File: config.mk
export PLATFORM = sky130hd
export DESIGN_NAME = mem_cycle_ctl
export DESIGN_NICKNAME = d
export VERILOG_FILES = /design/src/rtl/mem_cycle_ctl.sv
export SDC_FILE = /design/constraint.sdc
export NUM_CORES = 1
export LEC_CHECK = 0
export ABC_AREA = 0
export BUFFER_PORTS_ARGS = -buffer_cell sky130_fd_sc_hd__buf_4
export CORE_ASPECT_RATIO = 0.8
export CORE_MARGIN = 2
export CORE_UTILIZATION = 50
export DETAILED_ROUTE_END_ITERATION = 10
export PLACE_DENSITY = 0.82
export SLEW_MARGIN = 10
export SYNTH_ARGS = -nofsm -noshare
export SYNTH_HDL_FRONTEND = slang
export SYNTH_SLANG_ARGS = --single-unit
File: constraint.sdc
create_clock -name SYSCLK -period 3.5 [get_ports SYSCLK]
set_input_delay 1.05 -clock SYSCLK [delete_from_list [all_inputs] [get_ports SYSCLK]]
set_output_delay 1.05 -clock SYSCLK [all_outputs]
set_load 0.005 [all_outputs]
File: src/rtl/mem_cycle_ctl.sv
// mem_cycle_ctl: single-request memory-cycle sequencer for the PDP-8 datapath.
// One read or write runs at a time: ADDR, then WAIT_STATES wait cycles, then
// XFER (RAM strobe), then DONE. It drives the RAM address, data and write
// enable, and the hold/latch strobes of the downstream MD MultiLatch.
module mem_cycle_ctl #(
  parameter int unsigned WAIT_STATES = 1  // cycles spent in WAIT, 0..7
) (
  input  logic        SYSCLK,
  input  logic        RESET,
  input  logic        start,
  input  logic        write,
  input  logic [11:0] addr,
  input  logic [11:0] wdata,
  input  logic [11:0] mem_rdata,
  output logic [11:0] mem_addr,
  output logic [11:0] mem_wdata,
  output logic        mem_we,
  output logic        md_hold,
  output logic        md_latch,
  output logic [11:0] rdata,
  output logic        busy,
  output logic        done
);

  typedef enum logic [2:0] {
    S_IDLE = 3'd0,
    S_ADDR = 3'd1,
    S_WAIT = 3'd2,
    S_XFER = 3'd3,
    S_DONE = 3'd4
  } state_e;

  localparam logic [2:0] WaitInit = 3'(WAIT_STATES);

  state_e      state_q, state_d;
  logic [2:0]  cnt_q, cnt_d;
  logic        wr_q, wr_d;
  logic [11:0] addr_q, addr_d;
  logic [11:0] wdata_q, wdata_d;
  logic [11:0] rdata_q, rdata_d;

  // State register and request/result registers, cleared asynchronously.
  always_ff @(posedge SYSCLK or posedge RESET) begin
    // NOTE: non-blocking assignments here so every register samples the
    // pre-edge values; blocking ones would make the result order-dependent.
    if (RESET) begin
      state_q <= S_IDLE;
      cnt_q   <= '0;
      wr_q    <= 1'b0;
      addr_q  <= '0;
      wdata_q <= '0;
      rdata_q <= '0;
    end else begin
      state_q <= state_d;
      cnt_q   <= cnt_d;
      wr_q    <= wr_d;
      addr_q  <= addr_d;
      wdata_q <= wdata_d;
      rdata_q <= rdata_d;
    end
  end

  // Next-state logic: sequence one request through ADDR/WAIT/XFER/DONE.
  always_comb begin
    // NOTE: every variable gets a hold value first so no path leaves one
    // unassigned, which would otherwise infer a latch.
    state_d = state_q;
    cnt_d   = cnt_q;
    wr_d    = wr_q;
    addr_d  = addr_q;
    wdata_d = wdata_q;
    rdata_d = rdata_q;
    unique case (state_q)
      S_IDLE: begin
        if (start) begin
          addr_d  = addr;
          wdata_d = wdata;
          wr_d    = write;
          state_d = S_ADDR;
        end
      end
      S_ADDR: begin
        cnt_d   = WaitInit;
        state_d = (WaitInit == 3'd0) ? S_XFER : S_WAIT;
      end
      S_WAIT: begin
        // The count loaded in ADDR is consumed one per cycle; leaving on 1
        // makes WAIT last exactly WAIT_STATES cycles.
        cnt_d = cnt_q - 3'd1;
        if (cnt_q <= 3'd1) state_d = S_XFER;
      end
      S_XFER: begin
        if (!wr_q) rdata_d = mem_rdata;
        state_d = S_DONE;
      end
      S_DONE: state_d = S_IDLE;
      default: state_d = S_IDLE;  // unused encodings recover to IDLE
    endcase
  end

  // Strobes decoded from registered state only, so they cannot glitch on
  // input changes and drop immediately when reset clears the state.
  assign busy      = (state_q != S_IDLE);
  assign done      = (state_q == S_DONE);
  assign mem_we    = (state_q == S_XFER) && wr_q;
  assign md_hold   = !((state_q == S_XFER) && !wr_q);
  assign md_latch  = (state_q == S_DONE) && !wr_q;
  assign mem_addr  = addr_q;
  assign mem_wdata = wdata_q;
  assign rdata     = rdata_q;

endmodule
==> results of run 1 <==
[flip-flops by register name, indices dropped and copies added (netlist names)]
signal	count
mem_addr	12
mem_wdata	12
rdata	12
cnt_q	3
state_q	3
wr_q	1
[worst reg2reg max path: stages, from the launching register on]
cell	delay, ps
dfrtp_1	500
or3_4	470
nor2_8	450
mux2_2	400
[area by class of cell]
cell class / count / area (um^2) / area share
Inverter: 7 / 26.28 / 0.01040
Multi-Input combinational cell: 63 / 674.4 / 0.2670
Sequential cell: 43 / 1076 / 0.4260
Tap cell: 42 / 52.55 / 0.02080
Timing Repair Buffer: 82 / 615.6 / 0.2437
Clock buffer: 7 / 76.32 / 0.03021
Clock inverter: 1 / 5.005 / 0.001981
[layer usage]
| layer | up-vias | track usage |
|---|---|---|
| met3 | 7 | 0.1010 |
| met5 | - | 0 |
| li1 | 573 | - |
| met1 | 555 | 0.2379 |
| met4 | 0 | 0.05930 |
| met2 | 56 | 0.2672 |
[per-stage QoR]
step	area, um^2	hold slack, ps	power [W]
after global routing	2526	537.6	0.002383
after floorplan	1846	505.3	0.001513
after CTS	2526	515.8	0.002251
final	2526	512.5	0.002224
after detailed placement	2445	493.0	0.001947
after global placement	2445	492.4	0.001907
[cells by family after synthesis]
kind of cell | share of synthesized area
adders and majority gates | 0.006779
DFF | 0.5830
buffers and inverters | 0.05153
xor gates and xnor gates | 0.004747
AOI/OAI and AO/OA | 0.03119
muxes | 0.2664
and+or+nand+nor | 0.05627
[power by group through the flow]
| stage | logic (W) | clock network (W) | registers (W) |
|---|---|---|---|
| final | 0.00100 | 0.000294 | 0.000926 |
| after global routing | 0.00109 | 0.000329 | 0.000960 |
| after CTS | 0.00102 | 0.000302 | 0.000927 |
| after detailed placement | 0.00102 | 0 | 0.000928 |
| after global placement | 0.000995 | 0 | 0.000912 |
| after floorplan | 0.000616 | 0 | 0.000897 |
[synthesized netlist by cell type (2+ instances only)]
cell     count
buf_2        2
nor2_1       3
nor3b_1      2
inv_1        7
mux2_4      20
nor2b_1      2
dfrtp_1     43
o21ai_0      2
mux2_2      17
buf_12       2
a21oi_1      5
[final timing paths]
path                                   startpoint                       end  cells after the start
max                        state_q[0]$_DFFE_PP0P_                   md_hold                      5
min                          rdata[8]$_DFFE_PP0P_      rdata[8]$_DFFE_PP0P_                      1
max reg2reg                state_q[0]$_DFFE_PP0P_  mem_addr[11]$_DFFE_PP0P_                      3
min reg2reg                  rdata[8]$_DFFE_PP0P_      rdata[8]$_DFFE_PP0P_                      1
max in group asynchronous                   RESET          wr_q$_DFFE_PP0P_                      3
min in group asynchronous                   RESET      rdata[1]$_DFFE_PP0P_                      2
==> impl_metrics.csv, run 1 <==
group,metric,value,unit
status,outcome,"finished clean",
routing,vias,1191,
routing,met3_length,424,um
clocking,clkSinkCount,43,
cells_and_area,nNetsFinal,243,
clocking,cts_buffers,5,
routing,dr.pass1.iters,4,
cells_and_area,fin_util,0.7229,
routing,drtIter0Drc,74,
synthesis,synthCells,119,
synthesis,yosysUniqueCellTypes,25,
timing,finalHoldViolCount,0,
floorplanning,core-area,3495,um^2
synthesis,ys_top_cells_by_area,"dfrtp_1 58%, mux2_4 16%, mux2_2 10%",
clocking,cts_tree,"built",
cells_and_area,synthToLayoutAreaGrowth,36.88,%
clocking,clkTransAtPathRegs,70,ps
synthesis,synth_edf_count,0,
pwr,power_switching,0.0006625,W
clocking,clockRootBuffer,"clkbuf_8",
synthesis,synth_area_leader_cell,"dfrtp_1",
floorplanning,dieArea,4196,um^2
setup_path,crit_path_max_incr_delay,550,ps
place,place_ws,1228,ps
timing,max_slew_margin,0.5805,
floorplanning,dieWidth,71.93,um
floorplanning,rows,19,
floorplanning,fp.dieH,58.34,um
pwr,peakVddDrop,0.0005219,V
global_route,grt_pass1_wl,5720,um
setup_path,worstPathMaxFanout,13,
floorplanning,io_pins,81,
clocking,cts_buffer_depth,2,
setup_path,arrival,1520,ps
setup_path,critPathBufInv,3,
setup_path,path_delay_family,"flip-flops",
routing,dr_wl_met2,1533,um
place,dpl.hpwl,2594,um
setup_path,critPathCaptureType,"output port",
global_route,grt_max_degree,28,
timing,rsz0062_at_grt,"false",
timing,post-route-period-util,0.7357,
cells_and_area,layout_commonest_cell,"buf_4",
pwr,clkPwrFrac,0.132,
pwr,power_density,880.2,nW/um^2
routing,m1WireLength,1515,um
synthesis,syn_area_per_cell,15.51,um^2
clocking,hold_buffers,0,
timing,timing.fmax,388.4,MHz
pwr,power.share.switching,0.2979,
routing,viasPerCell,4.861,
pwr,p_int,0.001561,W
timing,drv_slew,0,
job,max_cap_violations,0,
cells_and_area,nFillCells,248,
setup_path,ff2ff_setup_slack,1560,ps
clocking,cts_resized,0,
timing,setup_tns,0,ps
routing,wl_per_cell,14.38,um
setup_path,required,2450,ps
cells_and_area,drive_gt1_frac,0.6305,
clocking,post_cts_buffers,0,
setup_path,worst_setup_path_start_kind,"flop",
global_route,antenna_found_initial,0,
cells_and_area,final-instance-count-excl-fill,245,
routing,post-route-drc-count,0,
routing,routed_wl,3522,um
synthesis,syn_area,1846,um^2
setup_path,cp_slowest_cell,"dfrtp_1",
global_route,grt_usage,0.1841,
timing,fin_skew,7.433,ps
synthesis,synthArstFlopShare,1.000,
timing,layout_min_cycle_time,2575,ps
pwr,power_frac_comb,0.452,
pwr,pwr-share-seq,0.416,
place,gp_congestion,0.7486,
synthesis,yosysWarnings,0,
timing,tightestPinTransition,628.6,ps
timing,finalSetupViolations,0,
timing,layout_setup_ws,925.0,ps
synthesis,synth_flop_cell,"dfrtp_1",
synthesis,seq_area_frac_synth,0.5831,
global_route,grt_pass1_vias,1242,
setup_path,crit_top_cell,"buf_4",
cells_and_area,layout_common_cells,"82 x buf_4, 43 x dfrtp_1, 20 x mux2_4",
synthesis,synth_top_area_share,0.5831,
place,dp_cells,237,
routing,ant_nets,0,
synthesis,synth_fp_nets,160,
synthesis,ys_seq_elements,43,
routing,topRoutingLayerUsed,"met4",
cells_and_area,antennaDiodeCount,0,
clocking,htree_levels,2,
pwr,p_leak,1.261,nW
floorplanning,initial_core_util,0.5281,
global_route,grt_overflow_total,0,
place,io_buffers,80,
setup_path,setup.worst_path.class,"reg -> out",
setup_path,path_cells,"nand2_1 > nor3_2 > buf_4 > inv_1 > buf_4",
clocking,worstSkewPairLatency,290,ps
hold_path,hp-class,"reg -> reg",
Note: power is estimated with default switching activity, not from simulation.
==> run 2: changes to the inputs <==
- CORE_UTILIZATION: 50 -> 46
- PLACE_DENSITY: 0.82 -> 0.76
- clock period: 3.5 -> 2.5 ns (I/O delays scaled with it)
==> run 2 against run 1 <==
  * Sequential share of layout area decreased by 1.2 points
  * Combinational power increased by 41%
  * Final cell count increased by 5.7%
  * Highest routed layer unchanged
  * Hold slack got worse by 140 ps
  * Critical endpoint is now md_latch
  * Power increased by 50%
  * First-iteration DRC count decreased by 49%
  * Via count increased by 3.9%
==> impl_metrics.csv, run 2 (synthesized netlist as in run 1, its figures left out) <==
group,metric,value,unit
setup_path,worst_setup_path_start_kind,"flop",
routing,ant_nets,0,
routing,drtIter0Drc,38,
cells_and_area,final-instance-count-excl-fill,259,
clocking,post_cts_buffers,0,
setup_path,cp-endpoint,"md_latch",
floorplanning,rows,20,
timing,setup_tns,0,ps
setup_path,ff2ff_setup_slack,560,ps
clocking,cts_resized,0,
timing,rsz0062_at_grt,"false",
clocking,clockRootBuffer,"clkbuf_8",
routing,viasPerCell,4.776,
clocking,clkTransAtPathRegs,80,ps
pwr,peakVddDrop,0.0005309,V
timing,layout_min_cycle_time,2176,ps
pwr,p_leak,1.285,nW
timing,max_slew_margin,0.6275,
cells_and_area,nNetsFinal,244,
setup_path,reg2reg_from,"state_q[0]$_DFFE_PP0P_",
cells_and_area,drive_gt1_frac,0.6373,
timing,post-route-period-util,0.8705,
pwr,total_power,0.003338,W
hold_path,hp-class,"in -> async",
clocking,cts_tree,"built",
setup_path,crit_start,"state_q[2]$_DFFE_PP0P_",
global_route,grt_max_degree,26,
global_route,grt_pass1_vias,1269,
cells_and_area,layout_common_cells,"83 x buf_4, 43 x dfrtp_1, 20 x mux2_4",
place,dp_cells,251,
floorplanning,core-area,3829,um^2
clocking,htree_levels,2,
setup_path,worstPathMaxFanout,10,
cells_and_area,antennaDiodeCount,0,
setup_path,r2r-end,"mem_wdata[9]$_DFFE_PP0P_",
timing,timing.fmax,459.5,MHz
timing,fin_skew,6.880,ps
routing,vias,1237,
clocking,worstSkewPairLatency,290,ps
setup_path,critPathCaptureType,"output port",
clocking,cts_buffer_depth,2,
timing,finalHoldViolCount,0,
place,dpl.hpwl,2876,um
place,io_buffers,80,
timing,tightestPinTransition,558.8,ps
timing,whs,369.5,ps
clocking,hold_buffers,0,
place,gp_congestion,0.7378,
floorplanning,initial_core_util,0.4820,
routing,wl_per_cell,14.71,um
cells_and_area,synthToLayoutAreaGrowth,40.95,%
setup_path,ff2ff_path_depth,3,
pwr,power_density,1283,nW/um^2
setup_path,required,1750,ps
clocking,cts_buffers,5,
routing,routed_wl,3809,um
setup_path,setup.worst_path.class,"reg -> out",
global_route,antenna_found_initial,0,
clocking,clkSinkCount,43,
floorplanning,fp.dieH,60.66,um
routing,post-route-drc-count,0,
global_route,grt_overflow_total,0,
job,max_cap_violations,0,
setup_path,arrival,1430,ps
routing,dr.pass1.iters,4,
timing,drv_slew,0,
global_route,grt_pass1_wl,6009,um
floorplanning,dieWidth,74.82,um
global_route,grt_usage,0.1814,
timing,finalSetupViolations,0,
floorplanning,dieArea,4538,um^2
floorplanning,io_pins,81,
status,outcome,"finished clean",
cells_and_area,layout_commonest_cell,"buf_4",
-- run 2: cell count changes in the layout (fill, tap and decap cells not counted) --
cell / change
bufinv_16: +2
buf_4: +1
inv_1: -1
clkbuf_1: -1
clkinv_2: -1
clkinv_1: +1
-- run 2: worst min path at each step --
stage	end	from	slack (ps)	cells past startpoint
2_1_floorplan	rdata[0]$_DFFE_PP0P_	rdata[0]$_DFFE_PP0P_	510	1
5_1_grt	mem_wdata[7]$_DFFE_PP0P_	RESET	380	2
3_5_place_dp	mem_wdata[4]$_DFFE_PP0P_	mem_wdata[4]$_DFFE_PP0P_	490	1
4_1_cts	mem_wdata[7]$_DFFE_PP0P_	RESET	360	2
6_report	cnt_q[1]$_DFFE_PP0P_	RESET	370	2
3_3_place_gp	rdata[3]$_DFFE_PP0P_	rdata[3]$_DFFE_PP0P_	490	1
-- run 2: power breakdown --
group	internal, W	total (W)	leakage, nW	switching, W
Combinational	0.000945	0.00141	0.706	0.000470
Clock	0.000399	0.000619	0.0654	0.000220
Sequential	0.00105	0.00130	0.513	0.000257
Total	0.00239	0.00334	1.28	0.000947
-- run 2: critical path, cell delays in order, from the launching register on --
cell and delay (ps):
dfrtp_1 530, nor3b_1 310, nor2b_1 180, buf_4 120
-- run 2: stage by stage --
stage | setup slack, ps | area, um^2 | util
global placement | 619.8 | 2469 | 0.6448
finish | 323.8 | 2601 | 0.6794
global route | 184.8 | 2601 | 0.6794
detailed placement | 582.3 | 2469 | 0.6448
floorplan | 681.1 | 1846 | -
CTS | 317.5 | 2601 | 0.6794
-- run 2: cell type report --
class                   count  area (um^2)
inverters                   7        26.28
fillers                   281         1227
multi-input cells          63        674.4
clock buffers               6        72.57
repair buffers             83        623.1
clock inverters             2        60.06
well taps                  55        68.82
flip-flops and latches     43         1076
-- run 2: per-layer routing --
metal,GRT usage,up-vias,part of all wire
li1,-,578,-
met4,0.06633,0,0.012
met2,0.2756,68,0.44
met1,0.2396,585,0.44
met5,0,-,0
met3,0.07143,6,0.099
